`src/rtl/ddr3_arb_pkg.sv`:
```
// ddr3_arb_pkg: shared types for the DDR3 local-port arbiter.
// The tag fields are sized for the largest supported configuration
// (8 requesters, 16-bit burst counts). Narrower designs zero-extend into them.
package ddr3_arb_pkg;

  typedef enum logic [1:0] {
    IDLE     = 2'd0,
    CMD      = 2'd1,
    WR_BURST = 2'd2
  } arb_state_t;

  localparam int TAG_ID_W  = 3;
  localparam int TAG_CNT_W = 16;

  // One outstanding read: who issued it and how many beats it returns.
  typedef struct packed {
    logic [TAG_ID_W-1:0]  id;
    logic [TAG_CNT_W-1:0] cnt;
  } tag_t;

endpackage

```
`src/rtl/ddr3_int_arb_tag_fifo.sv`:
```
// ddr3_int_arb_tag_fifo: synchronous FIFO of read tags with full/empty.
// A push is accepted while full when a pop happens in the same cycle.
// DEPTH must be a power of two so the pointers wrap naturally.
module ddr3_int_arb_tag_fifo
  import ddr3_arb_pkg::*;
#(
  parameter int DEPTH = 8
) (
  input  logic clk,
  input  logic rst,
  input  logic push,
  input  tag_t push_tag,
  input  logic pop,
  output tag_t head,
  output logic full,
  output logic empty
);

  localparam int AW = (DEPTH > 1) ? $clog2(DEPTH) : 1;

  tag_t          mem [DEPTH];
  logic [AW-1:0] wr_ptr;
  logic [AW-1:0] rd_ptr;
  logic [AW:0]   count;
  logic          do_push;
  logic          do_pop;

  assign empty   = (count == '0);
  assign full    = (count == (AW+1)'(DEPTH));
  assign do_pop  = pop & ~empty;
  assign do_push = push & (~full | do_pop);
  assign head    = mem[rd_ptr];

  // Tag storage write port.
  // NOTE: storage is deliberately not reset; count alone defines which entries are valid.
  always_ff @(posedge clk) begin
    if (do_push) begin
      mem[wr_ptr] <= push_tag;
    end
  end

  // Pointer and occupancy tracking.
  // NOTE: sequential state uses non-blocking assignments so every flop samples pre-edge values.
  always_ff @(posedge clk) begin
    if (rst) begin
      wr_ptr <= '0;
      rd_ptr <= '0;
      count  <= '0;
    end else begin
      if (do_push) wr_ptr <= wr_ptr + 1'b1;
      if (do_pop)  rd_ptr <= rd_ptr + 1'b1;
      case ({do_push, do_pop})
        2'b10:   count <= count + 1'b1;
        2'b01:   count <= count - 1'b1;
        default: count <= count;
      endcase
    end
  end

endmodule

```
`src/rtl/ddr3_int_local_arbiter.sv`:
```
// ddr3_int_local_arbiter: shares the DDR3 controller local port among
// NUM_REQ requesters with round-robin arbitration. Write bursts keep the
// grant until their last beat; read tags route returned beats back.
// Optional macro DDR3_ARB_DISPLAY_PRIO_EN: requester 0 gets strict priority
// and the others round-robin among themselves.
module ddr3_int_local_arbiter
  import ddr3_arb_pkg::*;
#(
  parameter int NUM_REQ   = 4,
  parameter int ADDR_W    = 25,
  parameter int SIZE_W    = 6,
  parameter int DATA_W    = 128,
  parameter int TAG_DEPTH = 8
) (
  input  logic                          phy_clk,
  input  logic                          reset_phy_clk,
  input  logic [NUM_REQ-1:0]            req_read,
  input  logic [NUM_REQ-1:0]            req_write,
  input  logic [NUM_REQ*ADDR_W-1:0]     req_addr,
  input  logic [NUM_REQ*SIZE_W-1:0]     req_size,
  input  logic [NUM_REQ*DATA_W/8-1:0]   req_be,
  input  logic [NUM_REQ*DATA_W-1:0]     req_wdata,
  output logic [NUM_REQ-1:0]            req_ready,
  output logic [NUM_REQ-1:0]            req_rdata_valid,
  output logic [DATA_W-1:0]             req_rdata,
  input  logic                          local_ready,
  input  logic                          local_rdata_valid,
  input  logic [DATA_W-1:0]             local_rdata,
  output logic                          local_read_req,
  output logic                          local_write_req,
  output logic                          local_burstbegin,
  output logic [ADDR_W-1:0]             local_address,
  output logic [SIZE_W-1:0]             local_size,
  output logic [DATA_W/8-1:0]           local_be,
  output logic [DATA_W-1:0]             local_wdata,
  output logic                          arb_err_rdata
);

  localparam int ID_W = (NUM_REQ > 1) ? $clog2(NUM_REQ) : 1;
  localparam int BE_W = DATA_W / 8;

  arb_state_t           state, state_nxt;
  logic [ID_W-1:0]      grant, grant_nxt;
  logic [ID_W-1:0]      ptr, ptr_nxt;
  logic [ID_W-1:0]      win_id;
  logic                 win_valid;
  logic                 prio_win;
  logic                 grant_wr, grant_wr_nxt;
  logic [SIZE_W-1:0]    beat_cnt, beat_cnt_nxt;
  logic [SIZE_W-1:0]    eff_size;
  logic [NUM_REQ-1:0]   elig;
  logic [NUM_REQ-1:0]   rr_elig;
  logic                 tag_push, tag_pop, tag_full, tag_empty;
  logic                 rd_hit;
  tag_t                 push_tag, head_tag;
  logic [TAG_CNT_W-1:0] rd_used;
  logic                 err_q;

  // A read needs a free tag slot; a write is always eligible and wins over a read.
  assign elig = req_write | (req_read & {NUM_REQ{~tag_full}});

`ifdef DDR3_ARB_DISPLAY_PRIO_EN
  assign prio_win = elig[0];
  assign rr_elig  = elig & ~NUM_REQ'(1);
`else
  assign prio_win = 1'b0;
  assign rr_elig  = elig;
`endif

  // Round-robin search: first eligible requester at or after the pointer, wrapping.
  always_comb begin
    int idx;
    // NOTE: every combinational output gets a default first so no latch is inferred.
    win_valid = prio_win;
    win_id    = '0;
    idx       = 0;
    for (int k = 0; k < NUM_REQ; k++) begin
      idx = int'(ptr) + k;
      if (idx >= NUM_REQ) idx = idx - NUM_REQ;
      if (!win_valid && rr_elig[idx]) begin
        win_valid = 1'b1;
        win_id    = ID_W'(idx);
      end
    end
  end

  // Command fields come straight from the granted requester, unmodified.
  always_comb begin
    int g;
    g             = int'(grant);
    local_address = req_addr[g*ADDR_W +: ADDR_W];
    local_size    = req_size[g*SIZE_W +: SIZE_W];
    local_be      = req_be[g*BE_W +: BE_W];
    local_wdata   = req_wdata[g*DATA_W +: DATA_W];
  end

  // A zero-length burst behaves as a single beat.
  assign eff_size = (local_size == '0) ? SIZE_W'(1) : local_size;

  // Next-state and local-port handshake.
  always_comb begin
    state_nxt        = state;
    grant_nxt        = grant;
    grant_wr_nxt     = grant_wr;
    ptr_nxt          = ptr;
    beat_cnt_nxt     = beat_cnt;
    local_read_req   = 1'b0;
    local_write_req  = 1'b0;
    local_burstbegin = 1'b0;
    req_ready        = '0;
    tag_push         = 1'b0;
    case (state)
      IDLE: begin
        if (win_valid) begin
          grant_nxt    = win_id;
          grant_wr_nxt = req_write[win_id];
          state_nxt    = CMD;
          if (!prio_win) begin
            ptr_nxt = (win_id == ID_W'(NUM_REQ-1)) ? '0 : win_id + 1'b1;
          end
        end
      end
      CMD: begin
        local_burstbegin = 1'b1;
        local_read_req   = ~grant_wr;
        local_write_req  = grant_wr;
        if (local_ready) begin
          req_ready[grant] = 1'b1;
          if (!grant_wr) begin
            tag_push  = 1'b1;
            state_nxt = IDLE;
          end else if (eff_size == SIZE_W'(1)) begin
            state_nxt = IDLE;
          end else begin
            beat_cnt_nxt = eff_size - 1'b1;
            state_nxt    = WR_BURST;
          end
        end
      end
      WR_BURST: begin
        // A requester gap simply stalls the burst; the grant stays put.
        local_write_req = req_write[grant];
        if (req_write[grant] && local_ready) begin
          req_ready[grant] = 1'b1;
          beat_cnt_nxt     = beat_cnt - 1'b1;
          if (beat_cnt == SIZE_W'(1)) state_nxt = IDLE;
        end
      end
      default: state_nxt = IDLE;
    endcase
  end

  // Arbitration state registers.
  always_ff @(posedge phy_clk) begin
    if (reset_phy_clk) begin
      state    <= IDLE;
      grant    <= '0;
      grant_wr <= 1'b0;
      ptr      <= '0;
      beat_cnt <= '0;
    end else begin
      state    <= state_nxt;
      grant    <= grant_nxt;
      grant_wr <= grant_wr_nxt;
      ptr      <= ptr_nxt;
      beat_cnt <= beat_cnt_nxt;
    end
  end

  assign push_tag = '{id: TAG_ID_W'(grant), cnt: TAG_CNT_W'(eff_size)};

  ddr3_int_arb_tag_fifo #(
    .DEPTH (TAG_DEPTH)
  ) u_tag_fifo (
    .clk      (phy_clk),
    .rst      (reset_phy_clk),
    .push     (tag_push),
    .push_tag (push_tag),
    .pop      (tag_pop),
    .head     (head_tag),
    .full     (tag_full),
    .empty    (tag_empty)
  );

  // Returned beats belong to the oldest tag; the last beat retires it.
  assign rd_hit    = local_rdata_valid & ~tag_empty;
  assign tag_pop   = rd_hit & ((rd_used + 1'b1) == head_tag.cnt);
  assign req_rdata = local_rdata;

  // Route the read strobe to the owner of the head tag.
  always_comb begin
    req_rdata_valid = '0;
    if (rd_hit) req_rdata_valid = NUM_REQ'(1) << head_tag.id;
  end

  // Beat count within the head tag and the sticky orphan-data flag.
  always_ff @(posedge phy_clk) begin
    if (reset_phy_clk) begin
      rd_used <= '0;
      err_q   <= 1'b0;
    end else begin
      if (tag_pop)     rd_used <= '0;
      else if (rd_hit) rd_used <= rd_used + 1'b1;
      if (local_rdata_valid && tag_empty) err_q <= 1'b1;
    end
  end

  assign arb_err_rdata = err_q;

endmodule

```
`config.mk`:
```
export PLATFORM = sky130hd
export DESIGN_NAME = ddr3_int_local_arbiter
export DESIGN_NICKNAME = d
export VERILOG_FILES = /design/src/rtl/ddr3_arb_pkg.sv /design/src/rtl/ddr3_int_arb_tag_fifo.sv /design/src/rtl/ddr3_int_local_arbiter.sv
export SDC_FILE = /design/constraint.sdc
export NUM_CORES = 1
export LEC_CHECK = 0
export CAP_MARGIN = 20
export CELL_PAD_IN_SITES_DETAIL_PLACEMENT = 0
export CELL_PAD_IN_SITES_GLOBAL_PLACEMENT = 1
export CORE_AREA = 2 2 443 445
export CTS_CLUSTER_DIAMETER = 60
export DETAILED_ROUTE_END_ITERATION = 12
export DIE_AREA = 0 0 445 447
export PLACE_DENSITY_LB_ADDON = 0.1
export RECOVER_POWER = 25
export SETUP_SLACK_MARGIN = 0.5
export SYNTH_ARGS = -nofsm -noshare
export SYNTH_HDL_FRONTEND = slang
export SYNTH_HIERARCHICAL = 1
export SYNTH_SLANG_ARGS = --single-unit
```
`constraint.sdc`:
```
create_clock -name phy_clk -period 12.6 [get_ports phy_clk]
set_clock_uncertainty 0.1 [all_clocks]
set_input_delay 2.52 -clock phy_clk [delete_from_list [all_inputs] [get_ports phy_clk]]
set_output_delay 2.52 -clock phy_clk [all_outputs]
set_load 0.005 [all_outputs]
```
After elaboration in Yosys (flattened, before gate mapping)
Memory sizes are Yosys's and may differ from the RTL's. A register that Yosys moved wholly into a read port is not among the register bits.
Cells that the tools add are included.
Word-level totals
  output and inout port bits: 315
  register bits: 40
  bits in writable memories: 64
  memories: 1
  word-level logic and storage cells: 146
Memories
  u_tag_fifo.mem: depth 8, width 8, rd ports 1, clocked after Yosys merged registers in 1, write ports 1, RTL line ddr3_int_arb_tag_fifo.sv:21  | tag_t mem [DEPTH];
Cells by class
  magnitude comparators: 11
  shift-type cells: 5
  reductions and logical operators: 18
  eq/ne operators: 15
  mux-type cells: 59
  bitwise gates (word level): 10
  $mul: 2
  $add $sub $neg: 15
Operator list (number)
  indexed part select 512 x 10 -> 128 bit: 1
  less-than comparator 32 x 4 -> 1 bit (second input constant): 4
  2-to-1 mux 32 bit: 4
  indexed part select 100 x 8 -> 25 bit: 1
  indexed part select 64 x 7 -> 16 bit: 1
  2-to-1 mux 6 bit: 5
  indexed part select 24 x 6 -> 6 bit: 1
  2-to-1 mux 1 bit: 22
  2-to-1 mux 2 bit: 11
  adder 16 x 1 -> 16 bit (second input constant): 1
  equality test 16 bit: 1
  case mux 4 bit (2 select lines): 2
  binary-select mux 1 bit (select 2 bit): 6
  equality test 6 x 1 -> 1 bit (second input constant): 2
  2-to-1 mux 4 bit: 3
  != test 2 bit (second input constant): 6
  case mux 6 bit (2 select lines): 1
  subtractor 3 x 3 -> 4 bit (second input constant): 3
  subtractor 6 x 1 -> 6 bit (second input constant): 2
  greater-or-equal comparator 3 bit (second input constant): 3
  multiplier 2 x 5 -> 7 bit (second input constant): 1
  adder 2 x 2 -> 3 bit (second input constant): 2
  adder 3 x 1 -> 3 bit (second input constant): 2
  equality test 2 bit (second input constant): 3
  other kinds (31): 47

Longest topological paths before layout
Gate-level depths: netlist of run 1.
  depth in word-level cells: 19
  mapped depth: 18
  depth with buffers taken out: 16

Cells and area by module
Netlist of run 1, hierarchy kept.
By module, submodules not included
  ddr3_int_local_arbiter: cells an instance 703, area each 7858.8 µm², times used 1
  ddr3_int_arb_tag_fifo: cells an instance 292, area each 6364.9 µm², times used 1

Worst setup path after synthesis of run 1
No wires, ideal clock.
  path kind: input to output
  start: input port req_write[3]
  end: output port req_ready[3]
  path buffers: 0
  slack: 6.406 ns
  stages: 4
  data arrival time: 3.574 ns
  required time: 9.980 ns
  path through: mux4_2 -> and2_1 -> o211a_1 -> and3_1
Between the ends
  word-level cells in the longest chain between the ends: 5
RTL lines
  start, declared: RTL line ddr3_int_local_arbiter.sv:18  | input logic [NUM_REQ-1:0] req_write,
  binary-select mux 1 bit (select 2 bit): RTL line ddr3_int_local_arbiter.sv:143  | if (req_write[grant] && local_ready) begin
  2-to-1 mux 1 bit (implied by the code): RTL line ddr3_int_local_arbiter.sv:143
  logical AND 1 bit: RTL line ddr3_int_local_arbiter.sv:143
  2-to-1 mux 4 bit: RTL line ddr3_int_local_arbiter.sv:143
  case mux 4 bit (2 select lines): RTL line ddr3_int_local_arbiter.sv:112  | case (state)
  end, declared: RTL line ddr3_int_local_arbiter.sv:23  | output logic [NUM_REQ-1:0] req_ready,
No other way between the ends. The select of a mux whose other input is x is not followed.

Final worst setup path of run 1
  start: register grant[1]
  end: output port local_size[0]
Between the ends
  word-level cells in the longest chain between the ends: 2
RTL lines
  start, declared: RTL line ddr3_int_local_arbiter.sv:43  | logic [ID_W-1:0] grant, grant_nxt;
  start signal, assigned: RTL line ddr3_int_local_arbiter.sv:163  | grant <= grant_nxt;
  multiplier 2 x 2 -> 4 bit: RTL line ddr3_int_local_arbiter.sv:92  | local_size = req_size[g*SIZE_W +: SIZE_W];
  indexed part select 24 x 6 -> 6 bit: RTL line ddr3_int_local_arbiter.sv:92
  end, declared: RTL line ddr3_int_local_arbiter.sv:33  | output logic [SIZE_W-1:0] local_size,
No other way between the ends.

==> results.tsv, run 1 <==
metric	value	unit
fillCellCount	21800	
multiInputGateArea	7850	µm²
cts_setup_buffers	0	
setup_ws	2.85	ns
cts-resized-gates	0	
arrival	7.13	ns
status	finished, violations left	
final_cell_mix	clkdlybuf4s50_1 (892), mux4_2 (219), edfxtp_1 (152)	
num_vias	14300	
synth_cell_types	77	
p_clk_share	22.0	%
path_class	reg -> out	
clkLatencyLatePin	0.50	ns
cts_tree	built	
leakage	7.94	nW
first_global_vias	14400	
drive_gt1_share	17.1	%
track_usage	17.4	%
max_slew_margin	-140	%
die_w	445	µm
synth-seq-cells	195	
antenna_found_initial	219	
fin_crit_sh	77.4	%
dp_cells	4332	
crit_fanout	45	
dpl_worst_slack	5.09	ns
syn_area	14200	µm²
finalSetupViolCount	0	
drc	0	
htree_levels	4	
end_kind	output pin	
cts_buffers	17	
critPathLaunch	grant[1]	
final_cells	4394	
layout_commonest_cell	clkdlybuf4s50_1	
grt_pass1_wl	210000	µm
cap_violations	3	
drtIter0Drc	1140	
first_pass_iters	5	
cellPowerDensity	104	nW/µm²
internal-power	1.71	mW
avgRoutedWirePerCell	40.4	µm
pwr-share-comb	50.3	%
root_buffer	clkbuf_16	
drv_slew	110	
fin_area	26300	µm²
tightest_slew	3.60	ns
violations	max-capacitance violations, max-slew violations	
post_dp_cell_area	25600	µm²
gr-total-overflow	0	
viasPerCell	3.25	
regArea	5430	µm²
power_frac_seq	27.8	%
final_nets	2663	
io_buffer_count	898	
total_power	2.74	mW
io_pins	1155	
irDropWorstVdd	0.104	mV
synth-seq-area-share	38.1	%
ant_nets	0	
avgSynthCellArea	14.3	µm²
place_congestion	0.964	
die_h	447	µm
synth_ff_type	edfxtp_1	
final.min_clock_period	9.75	ns
synth_edf_count	152	
cts_buffer_depth	2	
switchingPower	1.03	mW
hold_path_class	reg -> reg	
rows	162	
slowest_stage	clkbuf_1	
fmax	103	MHz
path_cells	clkbuf_1, mux4_2, clkdlybuf4s50_1	
rsz0062_at_grt	no	
start_util	7.32	%
grt_max_degree	103	
syn2layout_area_growth	85.2	%
clock_sinks	195	
cts-hold-fix-buffers	0	
ys_warn_count	6	
hold_violations	0	
fin_setup_tns	0	ns
slowest_delay	2.60	ns
wl	178000	µm
post-dp-hpwl	159000	µm
start_kind	register	
syn_inst	995	
min_from	arb_err_rdata	
core_region_area	194000	µm²
swShare	37.5	%
r2r_start	grant[1]	
async_reset_ff_share	0	%
die-area	199000	µm²
cts.clk_slew.worst_paths	0.08	ns
cp.required	9.98	ns
==> cell families after synthesis <==
logic type,after synthesis,synth area share (%)
DFF,195,38.1
buffers and inverters,220,9.55
adders and majority gates,15,1.28
and+or+nand+nor,186,7.10
AOI/OAI and AO/OA,90,4.52
other,1,0.0264
xor gates and xnor gates,39,2.40
muxes,249,37.0
==> metrics by stage <==
| stage | util [%] | hold slack, ns |
|---|---|---|
| global route | 13.5 | 0.444 |
| global placement | 13.2 | 0.373 |
| floorplan | - | 0.360 |
| detailed placement | 13.2 | 0.370 |
| CTS | 13.5 | 0.394 |
| finish | 13.6 | 0.379 |
==> worst max-delay path: cells and delay by family (launching register included) <==
kind / cells / cell delay (ns)
buf+inv: 2 / 3.26
flops: 1 / 2.26
mux: 1 / 0.92
==> Yosys cell counts (3+ instances only) <==
library cell / n / area, µm²
mux2_2: 21 / 236
nor2b_1: 7 / 43.8
nor2_1: 44 / 165
xor2_1: 21 / 184
a31oi_1: 3 / 18.8
edfxtp_1: 152 / 4560
o21ai_0: 13 / 65.1
nor3b_1: 5 / 37.5
or4_1: 3 / 22.5
nand2_1: 25 / 93.8
or3b_2: 3 / 26.3
mux4_2: 219 / 4930
buf_4: 129 / 968
a211oi_1: 9 / 67.6
and3_1: 7 / 43.8
clkbuf_1: 35 / 131
inv_1: 16 / 60.1
xnor2_1: 18 / 158
nor4b_1: 3 / 26.3
o2111ai_1: 3 / 26.3
dfxtp_1: 43 / 861
a21oi_1: 20 / 100
o31ai_1: 3 / 22.5
nand4_1: 5 / 31.3
o22ai_1: 3 / 18.8
nor4_1: 7 / 43.8
o211ai_1: 4 / 30.0
and2_1: 3 / 18.8
buf_6: 4 / 45.0
nand3_1: 16 / 80.1
nand2b_1: 13 / 81.3
or3_1: 3 / 18.8
ha_1: 13 / 163
nor3_1: 27 / 135
mux2i_1: 9 / 90.1
buf_2: 15 / 75.1
buf_1: 20 / 75.1
==> sequential cells by signal, summed over array words and instances, names as in the netlist, named ones only <==
register           flops
beat_cnt               6
rd_used               16
u_tag_fifo/wr_ptr      3
grant_wr               1
u_tag_fifo/rd_ptr      3
u_tag_fifo/mem       152
state                  2
ptr                    2
arb_err_rdata          1
grant                  2
u_tag_fifo/count       4
==> per-layer routing <==
layer,share of wire [%],track usage [%],up-vias
li1,-,-,5519
met1,43,22.7,7273
met2,42,25.5,1135
met3,13,9.47,280
met4,2.0,2.64,56
met5,0.20,0,-
==> layout make-up <==
cell class / count / share of cell area [%]
Antenna cell: 29 / 0.275
Clock inverter: 15 / 0.803
Multi-Input combinational cell: 667 / 29.8
Inverter: 17 / 0.242
Timing Repair Buffer: 912 / 34.6
Sequential cell: 195 / 20.6
Clock buffer: 17 / 1.61
Tap cell: 2542 / 12.1
==> power groups by stage <==
| stage | clock network, mW | registers [mW] | logic [mW] |
|---|---|---|---|
| 2_1_floorplan | 0 | 0.745 | 0.481 |
| 4_1_cts | 0.633 | 0.763 | 1.41 |
| 6_report | 0.601 | 0.760 | 1.38 |
| 3_5_place_dp | 0 | 0.778 | 1.39 |
| 5_1_grt | 0.653 | 0.765 | 1.47 |
| 3_3_place_gp | 0 | 0.777 | 1.41 |
==> path summary, 6_finish.rpt <==
path         slack [ns]       endpoint  cells past startpoint
max                2.85  local_size[0]                      3
min                0.38  arb_err_rdata                      2
max reg2reg        4.46    beat_cnt[0]                      9
min reg2reg        0.38  arb_err_rdata                      2
(Power assumes the default switching activity.)
==> run 2: changes to the inputs <==
Settings changed: CORE_AREA 2 2 443 445 to 2 2 449 451, DIE_AREA 0 0 445 447 to 0 0 451 453.
Clock period 12.6 ns to 8.57 ns, I/O delays scaled along.
==> run 2 against run 1 <==
  * The flow still finishes with violations (max-capacitance violations, max-slew violations)
  * Combinational power up 46%
  * Cell area up 0.61%
  * Hold slack better by 0.021 ns
  * Register-to-register slack worse by 1.5 ns
  * Largest cell class unchanged
==> results.tsv, run 2 (synthesized netlist as in run 1, its figures left out) <==
metric	value	unit	change
status	finished, violations left		
violations	max-capacitance violations, max-slew violations		
cp.required	6.76	ns	-3.22 ns
crit_fanout	35		-22%
ant_nets	0		unchanged
die_w	451	µm	+1.3%
die-area	204000	µm²	+2.7%
cts_buffer_depth	2		unchanged
fin_setup_tns	0	ns	unchanged
start_kind	register		
largest_register_ffs	152		unchanged
layout_commonest_cell	clkdlybuf4s50_1		
first_global_vias	14200		-1.1%
htree_levels	4		unchanged
multiInputGateArea	7850	µm²	about the same
leakage	7.94	nW	about the same
cellPowerDensity	149	nW/µm²	+43%
drive_gt1_share	17.1	%	about the same
hold_violations	0		unchanged
io_buffer_count	898		unchanged
wl	187000	µm	+5.0%
post-dp-hpwl	169000	µm	+6.5%
drv_slew	36		-67%
final.min_clock_period	6.60	ns	
root_buffer	clkbuf_16		
grt_pass1_wl	219000	µm	+4.1%
hold_path_class	reg -> reg		
cts-hold-fix-buffers	0		unchanged
max_slew_margin	-54.7	%	+85 points
fmax	152	MHz	
antenna_found_initial	234		+6.8%
avgRoutedWirePerCell	41.3	µm	+2.1%
num_vias	14300		+0.44%
cts_tree	built		
final_cell_mix	clkdlybuf4s50_1 (893), mux4_2 (219), edfxtp_1 (152)		
clkLatencyLatePin	0.49	ns	about the same
end_kind	output pin		
cts.clk_slew.worst_paths	0.09	ns	about the same
tightest_slew	2.32	ns	-1.28 ns
start_util	7.14	%	-0.19 points
post_dp_cell_area	25800	µm²	+0.83%
track_usage	17.8	%	+0.33 points
arrival	4.79	ns	-2.34 ns
finalSetupViolCount	0		unchanged
core_region_area	199000	µm²	+2.6%
clock_sinks	195		unchanged
final_nets	2668		+0.19%
largestRegisters	u_tag_fifo/mem x152, rd_used x16, beat_cnt x6		
drtIter0Drc	1113		-2.4%
fin_crit_sh	77.0	%	
syn2layout_area_growth	86.3	%	
largest_register	u_tag_fifo/mem		
die_h	453	µm	+1.3%
drc	0		unchanged
grt_max_degree	92		-11%
io_pins	1155		unchanged
cts_buffers	17		unchanged
first_pass_iters	5		unchanged
irDropWorstVdd	0.112	mV	+8.0%
regArea	5440	µm²	about the same
place_congestion	0.987		+2.3%
rsz0062_at_grt	no		
fin_area	26500	µm²	+0.61%
rows	164		+1.2%
cap_violations	2		-1
path_class	reg -> out		
fillCellCount	22300		+2.0%
cts_setup_buffers	0		unchanged
viasPerCell	3.17		-2.3%
gr-total-overflow	0		unchanged
cts-resized-gates	0		unchanged
## run 2: changes by cell type in the layout (fill, tap and decap cells not counted), sizes merged
cell,before,now
buf,14,18
bufinv,2,0
clkbuf,18,21
clkdlybuf4s50,892,893
clkinv,6,5
diode,29,34
dlygate4sd3,5,4
inv,24,25
## run 2: final timing paths
kind	to	startpoint	slack, ns	cells past startpoint
setup / recovery	local_wdata[40]	grant[1]	1.97	3
hold / removal	arb_err_rdata	arb_err_rdata	0.40	2
setup reg to reg	u_tag_fifo/count[2]	register	2.99	17
hold reg to reg	arb_err_rdata	arb_err_rdata	0.40	2
## run 2: where the power goes
part | leakage (nW) | internal [mW] | switching [mW]
clock network | 0.283 | 0.393 | 0.432
logic | 5.93 | 1.00 | 1.02
registers | 1.72 | 1.06 | 0.0481
total | 7.94 | 2.45 | 1.50
## run 2: metrics by stage
stage	worst slack [ns]	hold WS [ns]	power (mW)	std cells	util, %
after floorplan	3.13	0.360	1.80	1082	-
after global placement	2.24	0.375	3.20	4450	13.0
after detailed placement	2.30	0.385	3.19	4452	13.0
after CTS	2.71	0.410	4.06	4484	13.3
after global routing	1.71	0.413	4.15	4487	13.3
final	1.97	0.400	3.95	4518	13.3
## run 2: per-layer routing
metal,GRT usage [%],vias to the layer above,wire length (µm)
met3,9.17,341,23700
li1,-,5534,-
met2,28.0,1124,83000
met4,1.17,82,1980
met1,22.4,7245,77400
met5,0,-,545
## run 2: layout make-up
class,instances,area share [%]
Timing Repair Buffer,917,34.6
Multi-Input combinational cell,667,29.6
Sequential cell,195,20.5
Tap cell,2656,12.5
Clock buffer,19,1.63
Clock inverter,13,0.562
Antenna cell,34,0.321
Inverter,17,0.241
## run 2: worst max-delay path: stages, from the launching register on
cell and delay [ns]:
dfxtp_1 1.10, clkbuf_1 1.72, mux4_2 0.52, clkdlybuf4s50_1 0.91
==> run 3: changes to the inputs <==
Settings changed: CORE_AREA 2 2 449 451 to 2 2 447 449, DIE_AREA 0 0 451 453 to 0 0 449 451.
Clock period 8.57 ns to 6.75 ns, I/O delays scaled along.
==> run 3 against run 2 <==
  * The flow still finishes with violations (max-capacitance violations, max-slew violations)
  * Clock-buffer cell count down 2
  * Global-route usage up 1.0 points
  * Largest power group unchanged
  * Critical path type unchanged
  * Power up 30%
==> results.tsv, run 3 (synthesized netlist as in run 1, its figures left out) <==
metric	value	unit	change
status	finished, violations left		
violations	max-capacitance violations, max-slew violations		
largest_register_ffs	152		unchanged
end_kind	output pin		
htree_levels	4		unchanged
drv_slew	31		-14%
finalSetupViolCount	0		unchanged
pwr-share-comb	51.6	%	+0.5 points
fmax	165	MHz	
cp.required	5.30	ns	-1.46 ns
die_w	449	µm	-0.44%
drive_gt1_share	17.8	%	+0.71 points
die-area	202000	µm²	-0.88%
cts_buffers	17		unchanged
final.min_clock_period	6.06	ns	
leakage	8.00	nW	+0.77%
cellPowerDensity	193	nW/µm²	+30%
gr-total-overflow	0		unchanged
hold_slack	0.382	ns	-0.0184 ns
final_cell_mix	clkdlybuf4s50_1 (896), mux4_2 (219), edfxtp_1 (152)		
hold_path_class	reg -> reg		
io_buffer_count	898		unchanged
core_region_area	198000	µm²	-0.51%
first_global_vias	14500		+2.1%
start_kind	register		
cts_tree	built		
place_congestion	0.962		-2.6%
rows	164		unchanged
syn2layout_area_growth	87.0	%	
critPathLaunch	grant[1]		
cts.clk_slew.worst_paths	0.09	ns	about the same
tightest_slew	2.45	ns	+0.126 ns
p_clk_share	21.0	%	about the same
largestRegisters	u_tag_fifo/mem x152, rd_used x16, beat_cnt x6		
cts-resized-gates	0		unchanged
switchingPower	1.99	mW	+33%
slowest_stage	dfxtp_1		
clkLatencyLatePin	0.49	ns	about the same
cts_setup_buffers	0		unchanged
antenna_found_initial	245		+4.7%
swShare	38.8	%	+0.91 points
io_pins	1155		unchanged
rsz0062_at_grt	no		
grt_pass1_wl	230000	µm	+5.0%
viasPerCell	3.22		+1.7%
avgRoutedWirePerCell	42.9	µm	+4.0%
min_from	arb_err_rdata		
largest_register	u_tag_fifo/mem		
final_nets	2679		+0.41%
post-dp-hpwl	178000	µm	+5.0%
power_frac_seq	27.5	%	-0.6 points
first_pass_iters	5		unchanged
slowest_delay	1.89	ns	+0.17 ns
start_util	7.18	%	+0.037 points
fin_crit_sh	89.8	%	
die_h	451	µm	-0.44%
path_cells	buf_4, mux4_2, clkdlybuf4s50_1		
clock_sinks	195		unchanged
crit_fanout	58		+66%
track_usage	18.8	%	+1.0 points
cap_violations	1		-1
irDropWorstVdd	0.164	mV	+46%
r2r_slack	1.36	ns	-1.63 ns
ant_nets	0		unchanged
drc	0		unchanged
arrival	4.61	ns	-0.18 ns
drtIter0Drc	1138		+2.2%
max_slew_margin	-63.1	%	-8.4 points
root_buffer	clkbuf_16		
cts_buffer_depth	2		unchanged
wl	195000	µm	+4.4%
hold_violations	0		unchanged
layout_commonest_cell	clkdlybuf4s50_1		
cts-hold-fix-buffers	0		unchanged
num_vias	14600		+2.1%
internal-power	3.15	mW	+28%
grt_max_degree	59		-36%
fin_setup_tns	0	ns	unchanged
path_class	reg -> out		
[run 3: power by group through the flow]
stage                     Sequential, mW  Clock, mW  Combinational [mW]
after floorplan                     1.39          0               0.899
after detailed placement            1.44          0                2.69
after global routing                1.42       1.17                2.82
after global placement              1.44          0                2.72
final                               1.41       1.08                2.65
after CTS                           1.42       1.13                2.72
[run 3: stage by stage]
| step | cell area (µm²) | std cells | utilization (%) | total power [mW] | worst slack [ns] |
|---|---|---|---|---|---|
| detailed placement | 25900 | 4463 | 13.1 | 4.13 | 1.35 |
| finish | 26600 | 4536 | 13.4 | 5.14 | 0.690 |
| floorplan | 14600 | 1082 | - | 2.29 | 1.31 |
| CTS | 26500 | 4495 | 13.4 | 5.27 | 1.32 |
| global route | 26500 | 4502 | 13.4 | 5.41 | 0.589 |
| global placement | 25900 | 4463 | 13.1 | 4.16 | 1.38 |
[run 3: per-layer routing]
metal | routed length [µm] | global-route usage [%] | up-vias
met5 | 485 | 0 | -
li1 | - | - | 5560
met4 | 3140 | 1.79 | 78
met3 | 23500 | 9.79 | 371
met1 | 79500 | 22.8 | 7437
met2 | 88100 | 30.2 | 1176
[run 3: final cells by class]
class                           instances  area [µm²]
Timing Repair Buffer                  928        9260
Antenna cell                           41         103
Sequential cell                       195        5430
Fill cell                           22400      172000
Tap cell                             2656        3320
Multi-Input combinational cell        667        7830
Clock inverter                         15         169
Inverter                               17        63.8
Clock buffer                           17         425
[run 3: critical path: cells and delay by family (launching register included)]
family	cells	cell delay, ns
muxes	1	0.37
DFF	1	1.89
buffers and inverters	2	1.63
[run 3: worst paths after layout]
check                             end  depth (start not counted)
setup reg to reg  u_tag_fifo/count[2]                         17
hold reg to reg         arb_err_rdata                          2
hold / removal          arb_err_rdata                          2
setup / recovery          local_be[5]                          3
==> RTL change, RTL diff (config.mk and constraints of run 1) <==
Make the reset (`reset_phy_clk` and `rst`) asynchronous in 3 clocked blocks.
--- a/src/rtl/ddr3_int_arb_tag_fifo.sv
+++ b/src/rtl/ddr3_int_arb_tag_fifo.sv
@@ -42,5 +42,5 @@
   // Pointer and occupancy tracking.
   // NOTE: sequential state uses non-blocking assignments so every flop samples pre-edge values.
-  always_ff @(posedge clk) begin
+  always_ff @(posedge clk or posedge rst) begin
     if (rst) begin
       wr_ptr <= '0;
--- a/src/rtl/ddr3_int_local_arbiter.sv
+++ b/src/rtl/ddr3_int_local_arbiter.sv
@@ -152,5 +152,5 @@
 
   // Arbitration state registers.
-  always_ff @(posedge phy_clk) begin
+  always_ff @(posedge phy_clk or posedge reset_phy_clk) begin
     if (reset_phy_clk) begin
       state    <= IDLE;
@@ -195,5 +195,5 @@
 
   // Beat count within the head tag and the sticky orphan-data flag.
-  always_ff @(posedge phy_clk) begin
+  always_ff @(posedge phy_clk or posedge reset_phy_clk) begin
     if (reset_phy_clk) begin
       rd_used <= '0;
Formal check against the unedited RTL: not equivalent (a bounded check fails within 4 cycles, from zero or initial values and one cycle with reset_phy_clk high; the reset may be asserted at any time).
==> RTL change against run 1 <==
The run still ends with max-capacitance violations, max-slew violations left. Design area decreased by 0.85%. Non-clock buffer count increased by 4. Synthesized area decreased by 1.2%. Die area unchanged. Core utilization decreased by 0.12 points. Highest routed layer unchanged. Largest cell class unchanged. Setup slack improved by 200 ps. Routed wire length decreased by 1.2%. Sequential cell count decreased by 3.
Power is not compared: it rests on default switching activity, and its combinational part moved more than twofold at a synthesized area within 25%.
==> RTL change: results (changes against run 1) <==
| Metric | Value |
|---|---|
| Status | `complete, but fails checks (unchanged)` |
| Failing checks | `max-capacitance violations, max-slew violations (unchanged)` |
| Detailed router's first-iteration violation count | `1100 (was 1140)` |
| Startpoint of the worst hold path | `arb_err_rdata (unchanged)` |
| Async SR Flop Fraction | `0.208 (was 0)` |
| Critical path arrival | `6940 ps (was 7130 ps)` |
| Most common library cells after synthesis | `mux4_2 (220), edfxtp_1 (152), buf_4 (131), nand2_1 (42), dfrtp_1 (40) (was mux4_2 (219), edfxtp_1 (152), buf_4 (129), nor2_1 (44), dfxtp_1 (43))` |
| Cts repair resizes | `0 (unchanged)` |
| Nets | `2623 (was 2663)` |
| Later-pin clock latency in the skew report | `490 ps` |
| Post-Place Cells | `4292 (was 4332)` |
| Routability cong. | `0.941 (was 0.964)` |
| Reg2Reg Depth | `11 (was 9)` |
| CTS clk-pin slew, worst paths | `80 ps (about the same)` |
| Crit Path Max Fanout | `112 (was 45)` |
| Worst Hold Depth | `1 (was 2)` |
| Max Cap Violations | `6 (was 3)` |
| Worst relative slew slack | `-1.10 (was -1.40)` |
| Area contributors post-synth | `mux4_2 (35%), edfxtp_1 (32%), dfrtp_1 (7.1%) (was mux4_2 (35%), edfxtp_1 (32%), buf_4 (6.8%))` |
| Routed WL per cell | `40.3 µm (was 40.4 µm)` |
| Worst hold endpoint | `arb_err_rdata (unchanged)` |
| Syn Area/Cell | `14.8 µm² (was 14.3 µm²)` |
| Register area share after synthesis | `0.396 (was 0.381)` |
| Worst R2R End | `beat_cnt[2] (was beat_cnt[0])` |
| GRT Util Overall | `0.172 (was 0.174)` |
| Largest net degree at the start of global routing | `113 (was 103)` |
| WHS | `380 ps (was 379 ps)` |
| Slew Limit Fails | `154 (was 110)` |
| Synth cell types | `64 (was 77)` |
| DP Wirelength | `157000 µm (was 159000 µm)` |
| Fill cell count | `21875 (was 21832)` |
| Dpl cell area | `25500 µm² (was 25600 µm²)` |
| FF-to-FF setup slack | `4570 ps (was 4460 ps)` |
RTL change: how the worst max path moves through the flow:
| stage | start | end | slack (ps) | cells after the start |
|---|---|---|---|---|
| floorplan | local_rdata_valid | u_tag_fifo/mem[0][0] | 6530 | 9 |
| global placement | req_write[1] | req_ready[2] | 5210 | 7 |
| detailed placement | req_write[3] | req_ready[0] | 5280 | 6 |
| CTS | req_write[3] | req_ready[0] | 5270 | 6 |
| global route | grant[1] | local_size[5] | 2890 | 4 |
| finish | grant[1] | local_size[5] | 3040 | 4 |
RTL change: power groups by stage:
| stage | combinational [mW] | clock, mW | sequential, mW |
|---|---|---|---|
| floorplan | 1.34 | 0 | 0.866 |
| global placement | 3.03 | 0 | 0.992 |
| detailed placement | 3.00 | 0 | 0.993 |
| CTS | 3.03 | 0.594 | 0.979 |
| global route | 3.17 | 0.611 | 0.993 |
| finish | 2.97 | 0.560 | 0.971 |
RTL change: kinds of logic after synthesis:
family,after synthesis,synth area share
and+or+nand+nor,149,0.0554
AOI/OAI and AO/OA,95,0.0460
other,1,0.000267
buffers and inverters,223,0.0974
DFF,192,0.396
xor gates and xnor gates,29,0.0181
muxes,246,0.374
adders and majority gates,14,0.0130
RTL change: area by class of cell:
class                      count  area share
clock buffer                  18      0.0164
multi-input combinational    621       0.287
antenna                       29     0.00278
inverter                      21     0.00302
clock inverter                14     0.00570
timing repair buffer         916       0.350
sequential                   192       0.213
tap                         2542       0.122
RTL change: routing by layer:
layer	wire length, µm	GRT usage	up-vias	part of all wire
li1	-	-	5352	-
met3	19900	0.0827	288	0.11
met1	77100	0.228	7154	0.44
met2	75900	0.262	1086	0.43
met4	2060	0.0130	80	0.012
met5	503	0	-	0.0029
RTL change: worst max-delay path: stages, from the launching register on:
cell	delay (ps)
dfrtp_1	1910
clkbuf_1	2320
buf_12	510
mux4_2	590
clkdlybuf4s50_1	660
RTL change: stage by stage:
stage	setup WS, ps	utilization
final	3040	0.135
after global routing	2890	0.134
after floorplan	6530	-
after CTS	5270	0.134
after detailed placement	5280	0.131
after global placement	5210	0.131
